### src/rtl/lsu_wb_bridge_pkg.sv
// Shared definitions for the RV32I load/store unit: FSM state encodings,
// funct3 width/sign codes and byte-lane size masks.
package lsu_wb_bridge_pkg;

    typedef enum logic [2:0] {
        LSU_ST_IDLE  = 3'd0,
        LSU_ST_WAIT1 = 3'd1,
        LSU_ST_REQ2  = 3'd2,
        LSU_ST_WAIT2 = 3'd3,
        LSU_ST_DONE  = 3'd4,
        LSU_ST_FAULT = 3'd5
    } lsu_state_e;

    localparam logic [2:0] F3_B  = 3'b000;
    localparam logic [2:0] F3_H  = 3'b001;
    localparam logic [2:0] F3_W  = 3'b010;
    localparam logic [2:0] F3_BU = 3'b100;
    localparam logic [2:0] F3_HU = 3'b101;

    localparam logic [3:0] MASK_B = 4'b0001;
    localparam logic [3:0] MASK_H = 4'b0011;
    localparam logic [3:0] MASK_W = 4'b1111;

    function automatic logic [3:0] size_mask(input logic [2:0] funct3);
        case (funct3[1:0])
            2'b00:   size_mask = MASK_B;
            2'b01:   size_mask = MASK_H;
            default: size_mask = MASK_W;
        endcase
    endfunction

    function automatic logic [2:0] size_bytes(input logic [2:0] funct3);
        case (funct3[1:0])
            2'b00:   size_bytes = 3'd1;
            2'b01:   size_bytes = 3'd2;
            default: size_bytes = 3'd4;
        endcase
    endfunction

endpackage

### src/rtl/lsu_load_align.sv
// Combinational load extraction: picks the addressed bytes out of a
// (possibly two-word) window and applies sign or zero extension.
module lsu_load_align
    import lsu_wb_bridge_pkg::*;
(
    input  logic [31:0] word_lo_i,
    input  logic [31:0] word_hi_i,
    input  logic [1:0]  off_i,
    input  logic [2:0]  funct3_i,
    output logic [31:0] rdata_o
);

    logic [31:0] lane;

    assign lane = 32'({word_hi_i, word_lo_i} >> {off_i, 3'b000});

    always_comb begin
        case (funct3_i)
            F3_B:    rdata_o = {{24{lane[7]}}, lane[7:0]};
            F3_H:    rdata_o = {{16{lane[15]}}, lane[15:0]};
            F3_BU:   rdata_o = {24'b0, lane[7:0]};
            F3_HU:   rdata_o = {16'b0, lane[15:0]};
            default: rdata_o = lane;
        endcase
    end

endmodule

### src/rtl/lsu_wb_bridge.sv
// RV32I load/store unit feeding a native-to-wishbone master. Define
// MISALIGN_SPLIT_EN to execute misaligned accesses (split when spanning).
module lsu_wb_bridge
    import lsu_wb_bridge_pkg::*;
(
    input  logic        i_clk,
    input  logic        i_rstn,
    input  logic        i_ld,
    input  logic        i_st,
    input  logic [2:0]  i_funct3,
    input  logic [31:0] i_addr,
    input  logic [31:0] i_wdata,
    output logic        o_stall,
    output logic        o_done,
    output logic [31:0] o_rdata,
    output logic        o_fault,
    output logic        o_en,
    output logic        o_we,
    output logic [31:0] o_addr,
    output logic [31:0] o_data,
    output logic [3:0]  o_strobe,
    input  logic        i_valid,
    input  logic [31:0] i_data
);

`ifdef MISALIGN_SPLIT_EN
    localparam bit SPLIT_EN = 1'b1;
`else
    localparam bit SPLIT_EN = 1'b0;
`endif

    lsu_state_e  state_q, state_d;
    logic        en_q, en_d, we_q, we_d, split_q, split_d, ld_q, ld_d;
    logic [31:0] addr_q, addr_d, data_q, data_d, hi_data_q, hi_data_d;
    logic [3:0]  strobe_q, strobe_d, hi_strobe_q, hi_strobe_d;
    logic [1:0]  off_q, off_d;
    logic [2:0]  funct3_q, funct3_d;
    logic [31:0] word1_q, word1_d, rdata_q, rdata_d;

    logic        req, ld_legal, st_legal, illegal, misaligned, spanning, accept;
    logic [1:0]  off;
    logic [7:0]  strobe8;
    logic [63:0] lane64;
    logic [31:0] align_lo, align_hi, align_out;

    // Request decode: legality, alignment and whether the access crosses a word.
    assign req        = i_ld | i_st;
    assign off        = i_addr[1:0];
    assign strobe8    = {4'b0, size_mask(i_funct3)} << off;
    assign lane64     = {32'b0, i_wdata} << {off, 3'b000};
    assign ld_legal   = (i_funct3 == F3_B) | (i_funct3 == F3_H) | (i_funct3 == F3_W)
                      | (i_funct3 == F3_BU) | (i_funct3 == F3_HU);
    assign st_legal   = (i_funct3 == F3_B) | (i_funct3 == F3_H) | (i_funct3 == F3_W);
    assign illegal    = (i_ld & i_st) | (i_ld & ~ld_legal) | (i_st & ~st_legal);
    assign misaligned = ((i_funct3[1:0] == 2'b01) & i_addr[0])
                      | ((i_funct3[1:0] == 2'b10) & (off != 2'b00));
    assign spanning   = ({1'b0, off} + size_bytes(i_funct3)) > 3'd4;
    assign accept     = req & ~illegal & (~misaligned | SPLIT_EN);

    always_ff @(posedge i_clk or negedge i_rstn) begin
        if (!i_rstn) state_q <= LSU_ST_IDLE;
        else         state_q <= state_d;
    end

    always_comb begin
        state_d = state_q;
        case (state_q)
            LSU_ST_IDLE:  if (req) state_d = accept ? LSU_ST_WAIT1 : LSU_ST_FAULT;
            LSU_ST_WAIT1: if (i_valid) state_d = split_q ? LSU_ST_REQ2 : LSU_ST_DONE;
            LSU_ST_REQ2:  state_d = LSU_ST_WAIT2;
            LSU_ST_WAIT2: if (i_valid) state_d = LSU_ST_DONE;
            default:      state_d = LSU_ST_IDLE;
        endcase
    end

    // After a split, the first captured word is the low half of the window.
    assign align_lo = (state_q == LSU_ST_WAIT2) ? word1_q : i_data;
    assign align_hi = (state_q == LSU_ST_WAIT2) ? i_data : 32'b0;

    lsu_load_align u_align (
        .word_lo_i (align_lo),
        .word_hi_i (align_hi),
        .off_i     (off_q),
        .funct3_i  (funct3_q),
        .rdata_o   (align_out)
    );

    always_comb begin
        en_d        = 1'b0;
        we_d        = we_q;
        addr_d      = addr_q;
        data_d      = data_q;
        strobe_d    = strobe_q;
        hi_data_d   = hi_data_q;
        hi_strobe_d = hi_strobe_q;
        split_d     = split_q;
        off_d       = off_q;
        funct3_d    = funct3_q;
        ld_d        = ld_q;
        word1_d     = word1_q;
        rdata_d     = rdata_q;
        case (state_q)
            LSU_ST_IDLE: if (accept) begin
                en_d        = 1'b1;
                we_d        = i_st;
                addr_d      = {i_addr[31:2], 2'b00};
                data_d      = lane64[31:0];
                strobe_d    = strobe8[3:0];
                hi_data_d   = lane64[63:32];
                hi_strobe_d = strobe8[7:4];
                split_d     = spanning & SPLIT_EN;
                off_d       = off;
                funct3_d    = i_funct3;
                ld_d        = i_ld;
            end
            LSU_ST_WAIT1: if (i_valid) begin
                word1_d = i_data;
                if (!split_q && ld_q) rdata_d = align_out;
            end
            LSU_ST_REQ2: begin
                en_d     = 1'b1;
                addr_d   = addr_q + 32'd4;
                data_d   = hi_data_q;
                strobe_d = hi_strobe_q;
            end
            LSU_ST_WAIT2: if (i_valid && ld_q) rdata_d = align_out;
            default: ;
        endcase
    end

    always_ff @(posedge i_clk or negedge i_rstn) begin
        if (!i_rstn) begin
            en_q        <= 1'b0;
            we_q        <= 1'b0;
            addr_q      <= 32'b0;
            data_q      <= 32'b0;
            strobe_q    <= 4'b0;
            hi_data_q   <= 32'b0;
            hi_strobe_q <= 4'b0;
            split_q     <= 1'b0;
            off_q       <= 2'b0;
            funct3_q    <= 3'b0;
            ld_q        <= 1'b0;
            word1_q     <= 32'b0;
            rdata_q     <= 32'b0;
        end else begin
            en_q        <= en_d;
            we_q        <= we_d;
            addr_q      <= addr_d;
            data_q      <= data_d;
            strobe_q    <= strobe_d;
            hi_data_q   <= hi_data_d;
            hi_strobe_q <= hi_strobe_d;
            split_q     <= split_d;
            off_q       <= off_d;
            funct3_q    <= funct3_d;
            ld_q        <= ld_d;
            word1_q     <= word1_d;
            rdata_q     <= rdata_d;
        end
    end

    assign o_stall  = ((state_q != LSU_ST_IDLE) && (state_q != LSU_ST_DONE) && (state_q != LSU_ST_FAULT))
                    || ((state_q == LSU_ST_IDLE) && req);
    assign o_done   = (state_q == LSU_ST_DONE);
    assign o_fault  = (state_q == LSU_ST_FAULT);
    assign o_rdata  = rdata_q;
    assign o_en     = en_q;
    assign o_we     = we_q;
    assign o_addr   = addr_q;
    assign o_data   = data_q;
    assign o_strobe = strobe_q;

endmodule
### config.mk
export PLATFORM = sky130hd
export DESIGN_NAME = lsu_wb_bridge
export DESIGN_NICKNAME = d
export VERILOG_FILES = /design/src/rtl/lsu_wb_bridge_pkg.sv /design/src/rtl/lsu_load_align.sv /design/src/rtl/lsu_wb_bridge.sv
export SDC_FILE = /design/constraint.sdc
export NUM_CORES = 1
export LEC_CHECK = 0
export BUFFER_PORTS_ARGS = -buffer_cell sky130_fd_sc_hd__buf_2
export CAP_MARGIN = 20
export CORE_ASPECT_RATIO = 1.5
export CORE_MARGIN = 5
export CORE_UTILIZATION = 45
export DETAILED_ROUTE_END_ITERATION = 16
export PLACE_DENSITY = 0.69
export SYNTH_ARGS = -nofsm -noshare
export SYNTH_HDL_FRONTEND = slang
export SYNTH_SLANG_ARGS = --single-unit
### constraint.sdc
create_clock -name i_clk -period 6.56 [get_ports i_clk]
set_input_delay 0 -clock i_clk [delete_from_list [all_inputs] [get_ports i_clk]]
set_output_delay 0 -clock i_clk [all_outputs]
set_load 0.005 [all_outputs]
==> results of run 1 <==
==> registers in the layout, indices dropped and copies added (netlist names) <==
signal	count
hi_strobe_q	3
o_rdata	32
o_en	1
hi_data_q	24
ld_q	1
o_addr	30
o_strobe	4
word1_q	32
off_q	2
o_we	1
o_data	32
funct3_q	3
state_q	3
==> cells in the mapped netlist (9+ instances only) <==
cell type	count	area share
a211oi_1	13	0.011
a21oi_1	47	0.026
a221o_1	21	0.023
a22oi_1	17	0.014
a31oi_1	12	0.0084
and3_1	14	0.0098
buf_1	12	0.0050
clkbuf_1	58	0.024
dfrtp_1	168	0.47
mux2_2	57	0.071
mux2i_1	44	0.049
mux4_2	9	0.023
nand2_1	140	0.059
nand2b_1	12	0.0084
nand3_1	31	0.017
nand4_1	9	0.0063
nor2_1	82	0.034
nor3_1	20	0.011
o211ai_1	12	0.010
o21ai_0	33	0.018
==> layout make-up <==
type | count | area [um^2]
clock inverters | 14 | 114
fillers | 1693 | 8120
well taps | 260 | 325
inverters | 9 | 33.8
multi-input cells | 678 | 4450
repair buffers | 307 | 2030
clock buffers | 18 | 429
flip-flops and latches | 168 | 4210
==> where the power goes <==
group / switching, mW / total (mW) / leakage, nW / internal (mW)
registers: 0.465 / 1.98 / 2.03 / 1.52
logic: 0.784 / 1.61 / 2.98 / 0.830
clock network: 0.449 / 0.942 / 0.266 / 0.493
==> what timing repair did <==
action,CTS,global route
setup endpoints to repair,0,0
endpoints found under the hold margin,209,0
hold buffers,93,0
==> cell families after synthesis <==
logic type	share of synthesized area
mux	0.143
fa+ha+maj	0.00139
simple gates	0.182
buf+inv	0.0387
flops	0.468
compound gates	0.166
other cells	0.000418
==> worst register-to-register path, cell delays in order (launching register included) <==
cell and delay, ps:
dfrtp_1 500, nand3b_1 150, buf_4 380, mux4_2 590
a31o_2 290, a311oi_4 740, a21oi_1 150
==> layer usage <==
| layer | global-route usage | vias to the layer above | wire (um) |
|---|---|---|---|
| li1 | - | 3901 | - |
| met1 | 0.303 | 4043 | 11000 |
| met2 | 0.400 | 373 | 14100 |
| met3 | 0.0472 | 69 | 1690 |
| met4 | 0.123 | 0 | 1300 |
| met5 | 0 | - | 0 |
==> worst paths after layout <==
check / start / to / slack [ps] / depth (start not counted)
max: state_q[2]$_DFFE_PN0P_ / o_rdata[18]$_DFFE_PN0P_ / 3610 / 6
min: i_wdata[9] / o_data[9]$_DFFE_PN0P_ / 30 / 4
max reg2reg: state_q[2]$_DFFE_PN0P_ / o_rdata[18]$_DFFE_PN0P_ / 3610 / 6
min reg2reg: hi_data_q[14]$_DFFE_PN0P_ / hi_data_q[14]$_DFFE_PN0P_ / 470 / 2
max in group asynchronous: i_rstn / off_q[0]$_DFFE_PN0P_ / 4800 / 3
min in group asynchronous: i_rstn / word1_q[27]$_DFFE_PN0P_ / 250 / 2
==> layout by cell type (no fill, tap or decap), drive strengths merged, types with 3 or more instances in the layout <==
cell	count
inv	13
a31oi	12
nand3b	8
a22oi	17
and3	14
mux2i	44
nand4	9
nand2	140
clkbuf	18
or2	3
a32oi	7
a2bb2oi	7
a311oi	3
nor3	22
o221a	3
nor4	6
dfrtp	168
o21ai	33
and2	6
o22ai	8
mux4	9
nand2b	12
or4	3
nor3b	4
a221o	21
or3	5
a211oi	13
buf	214
and4	3
mux2	57
nand3	31
nor2	82
o211ai	12
nor2b	4
clkinv	9
dlygate4sd3	93
o31ai	8
a21oi	47
==> through the flow <==
| stage | util | cells | hold slack [ps] | setup slack [ps] |
|---|---|---|---|---|
| final | 0.588 | 1454 | 34.2 | 3610 |
| after global routing | 0.588 | 1454 | 53.9 | 3460 |
| after CTS | 0.588 | 1454 | 9.78 | 3620 |
| after detailed placement | 0.513 | 1329 | 186 | 3620 |
| after global placement | 0.513 | 1328 | 184 | 3700 |
| after floorplan | - | 933 | -296 | 4250 |
==> reports/results.txt, run 1 <==
Layout cells sized above 1 = 0.273
Fin Setup TNS = 0 ps
DR pass1 iterations = 5
Fraction of registers with async set/reset = 1.00
GRT overflow = 0
Largest stage delay, worst path = 740 ps
Top delay family on crit path = compound AO/OA/AOI/OAI gates
Root Driver = clkbuf_16
Clk sink count = 168
Die Wd = 125 um
First-pass GRT wire length = 44600 um
CTS tree = built
Wire per inst = 19.4 um
# resized after CTS = 0
Required time worst endpoint = 6830 ps
Drt initial violations = 854
Clock slew at the register clock pins of the worst setup and hold paths = 70 ps
Core ar. = 19700 um^2
Area growth from synthesis to layout = 29.1%
Die height = 183 um
DRC viols = 0
Run status = complete, no violations
Area after DPL = 10100 um^2
Ant diodes = 0
Ports = 209
Vias/cell = 5.77
Worst min path class = primary input to flop
Total GRT Usage = 0.242
IO Port Bufs = 206
Post-synthesis instance area = 8980 um^2
RSZ-0062 raised after global routing = no
Vias in the first global route = 8287
Syn_area_per_cell = 9.63 um^2
Critical path capture point type = flop
Max-cap viol count = 0
Initial antenna violation count = 0
Sequence of cells on the critical path = nand3b_1 -> buf_4 -> mux4_2 -> a31o_2 -> a311oi_4 -> a21oi_1
Die footprint = 22900 um^2
TritonCTS buffer count = 17
Slew Limit Headroom = 0.257
Num rows = 63
P per Cell Area = 392 nW/um^2
Clock latency on the worst-skew pair = 430 ps
Final Hold Viols = 0
Fin crit share = 0.450
Worst vdd ir = 172 uV
Antenna-violating nets left = 0
Largest net degree at the start of global routing = 102
Post-DP HPWL = 18700 um
Critical Path Slowest Stage Cell = a311oi_4
Final WL = 28200 um
Sequential area share after synthesis = 0.468
Yosys reg bits = 168
Slew Limit Fails = 0
H-tree depth = 4
Arr. time, crit path = 3220 ps
CTS max path bufs = 2
Clk_skew = 13.9 ps
Routability cong. = 0.854
Design Area, Final = 11600 um^2
Crit path buffers/inverters = 1
Highest clock rate = 339 MHz
Synth cell types = 60
Final net count = 1286
Least-Margin Pin Slew = 1110 ps
Yosys warns = 0
Final setup viols = 0
Initial core utilization = 0.456
Worst-path fanout max = 25
Synth Instances = 932
Worst setup SP type = flop
Top_reg_cell synth = dfrtp_1
Routed vias = 8386
Type of the worst setup path = flop to flop
Total power = 4.54 mW
Number of synthesized flops with an enable pin = 0
Post-CTS setup buffer count = 0
Tmin final = 2950 ps
LEAKAGE = 5.28 nW
Power figures use the tool's default switching activity.
==> run 2: changes to the inputs <==
==> constraint.sdc (replaced) <==
create_clock -name i_clk -period 2.8 [get_ports i_clk]
set_input_delay 0 -clock i_clk [delete_from_list [all_inputs] [get_ports i_clk]]
set_output_delay 0 -clock i_clk [all_outputs]
set_load 0.005 [all_outputs]
==> reports/results.txt, run 2 (synthesis results as in run 1) <==
IO Port Bufs = 206 (unchanged)
Worst Setup SP = state_q[0]$_DFFE_PN0P_ (was state_q[2]$_DFFE_PN0P_)
Core Util, Final = 0.599 (was 0.588)
Wire per inst = 19.7 um (was 19.4 um)
Clock slew at the register clock pins of the worst setup and hold paths = 80 ps (was 70 ps)
Die Wd = 125 um (unchanged)
Ant diodes = 0 (unchanged)
Routability cong. = 0.857 (was 0.854)
DR pass1 iterations = 5 (unchanged)
Highest clock rate = 421 MHz (was 339 MHz)
Vias/cell = 5.82 (was 5.77)
CTS max path bufs = 2 (unchanged)
Root Driver = clkbuf_16 (unchanged)
TritonCTS buffer count = 17 (unchanged)
Least-Margin Pin Slew = 771 ps (was 1110 ps)
Worst vdd ir = 567 uV (was 172 uV)
Most frequent cells in the layout = buf_2 (205), dfrtp_1 (167), nand2_1 (140), dlygate4sd3_1 (92), nor2_1 (81) (was buf_2 (205), dfrtp_1 (167), nand2_1 (140), dlygate4sd3_1 (93), nor2_1 (81))
Ports = 209 (unchanged)
Initial antenna violation count = 0 (unchanged)
Commonest non-fill, non-tap cell in the layout = buf_2 (unchanged)
Post-DP HPWL = 19400 um (was 18700 um)
Layout cells sized above 1 = 0.284 (was 0.273)
Arr. time, crit path = 2690 ps (was 3220 ps)
Worst setup SP type = flop (unchanged)
Total GRT Usage = 0.248 (was 0.242)
Num rows = 63 (unchanged)
Die height = 183 um (unchanged)
Slew Limit Headroom = 0.482 (was 0.257)
Drt initial violations = 507 (was 854)
GRT overflow = 0 (unchanged)
Vias in the first global route = 8586 (was 8287)
Required time worst endpoint = 3120 ps (was 6830 ps)
Final net count = 1301 (was 1286)
Clk sink count = 168 (unchanged)
Final Hold Viols = 0 (unchanged)
Type of the worst setup path = flop to flop (unchanged)
Final setup viols = 0 (unchanged)
Post-CTS setup buffer count = 0 (unchanged)
Hold path startpoint = i_wdata[18] (was i_wdata[9])
DRC viols = 0 (unchanged)
Clk_skew = 13.5 ps (was 13.9 ps)
Max-cap viol count = 0 (unchanged)
Slew Limit Fails = 0 (unchanged)
H-tree depth = 4 (unchanged)
Worst-path fanout max = 68 (was 25)
Die footprint = 22900 um^2 (unchanged)
RSZ-0062 raised after global routing = no (unchanged)
Critical path capture point type = flop (unchanged)
FF-to-FF Start = state_q[0]$_DFFE_PN0P_ (was state_q[2]$_DFFE_PN0P_)
First-pass GRT wire length = 45700 um (was 44600 um)
Antenna-violating nets left = 0 (unchanged)
Routed vias = 8544 (was 8386)
Worst min path class = primary input to flop (unchanged)
LEAKAGE = 5.41 nW (was 5.28 nW)
Largest net degree at the start of global routing = 71 (was 102)
P per Cell Area = 934 nW/um^2 (was 392 nW/um^2)
Fin crit share = 0.848 (was 0.450)
Initial core utilization = 0.456 (unchanged)
Run status = complete, no violations (unchanged)
Area growth from synthesis to layout = 31.4% (was 29.1%)
Core ar. = 19700 um^2 (unchanged)
CTS tree = built (unchanged)
Clock latency on the worst-skew pair = 440 ps (was 430 ps)
Final WL = 29000 um (was 28200 um)
Fin Setup TNS = 0 ps (unchanged)
Tmin final = 2370 ps (was 2950 ps)
-- run 2: changes by cell type in the layout (fill, tap and decap cells not counted), moves of 2 or more --
| cell | previous run | this run |
|---|---|---|
| buf_12 | 0 | 2 |
| buf_4 | 7 | 22 |
| bufinv_16 | 0 | 2 |
| clkinv_2 | 2 | 0 |
| clkinv_4 | 6 | 1 |
| clkinv_8 | 0 | 2 |
| inv_8 | 0 | 4 |
-- run 2: area by class of cell --
class | instances | area, um^2
Clock buffer | 17 | 425
Clock inverter | 15 | 199
Fill cell | 1699 | 7910
Inverter | 9 | 33.8
Multi-Input combinational cell | 678 | 4450
Sequential cell | 168 | 4210
Tap cell | 260 | 325
Timing Repair Buffer | 322 | 2160
-- run 2: report_power, final --
group	internal [mW]	switching [mW]
clock	1.37	1.13
combinational	1.97	1.97
sequential	3.56	1.00
total	6.91	4.11
-- run 2: metrics by stage --
step	area, um^2	setup WS [ps]	hold slack (ps)	power [mW]	std cells
after detailed placement	10300	442	57.7	8.40	1345
final	11800	426	13.3	11.0	1469
after global routing	11800	337	37.7	11.7	1469
after CTS	11800	434	0.766	11.0	1469
after floorplan	8980	489	-296	6.68	933
after global placement	10300	468	62.7	8.28	1345
-- run 2: routing by layer --
metal	up-vias	GRT usage	routed length (um)
met5	-	0	0
met3	85	0.0490	1650
li1	3921	-	-
met2	361	0.421	14600
met1	4177	0.294	11100
met4	0	0.142	1630
-- run 2: final timing paths --
check,to,slack [ps],depth (start not counted)
min,hi_data_q[10]$_DFFE_PN0P_,10,4
max reg2reg,o_addr[13]$_DFFE_PN0P_,430,4
max,o_addr[13]$_DFFE_PN0P_,430,4
min in group asynchronous,word1_q[27]$_DFFE_PN0P_,150,2
max in group asynchronous,o_data[9]$_DFFE_PN0P_,1770,3
min reg2reg,hi_data_q[22]$_DFFE_PN0P_,470,2
-- run 2: worst max-delay path: stages (launching register included) --
cell,delay (ps)
dfrtp_1,500
or3_1,490
or3_4,680
buf_12,290
o221a_2,280
-- run 2: what timing repair did --
item                      in CTS  in global routing
hold endpoints to repair     178                  0
resized for setup              0                  0
hold buffers                  92                  0
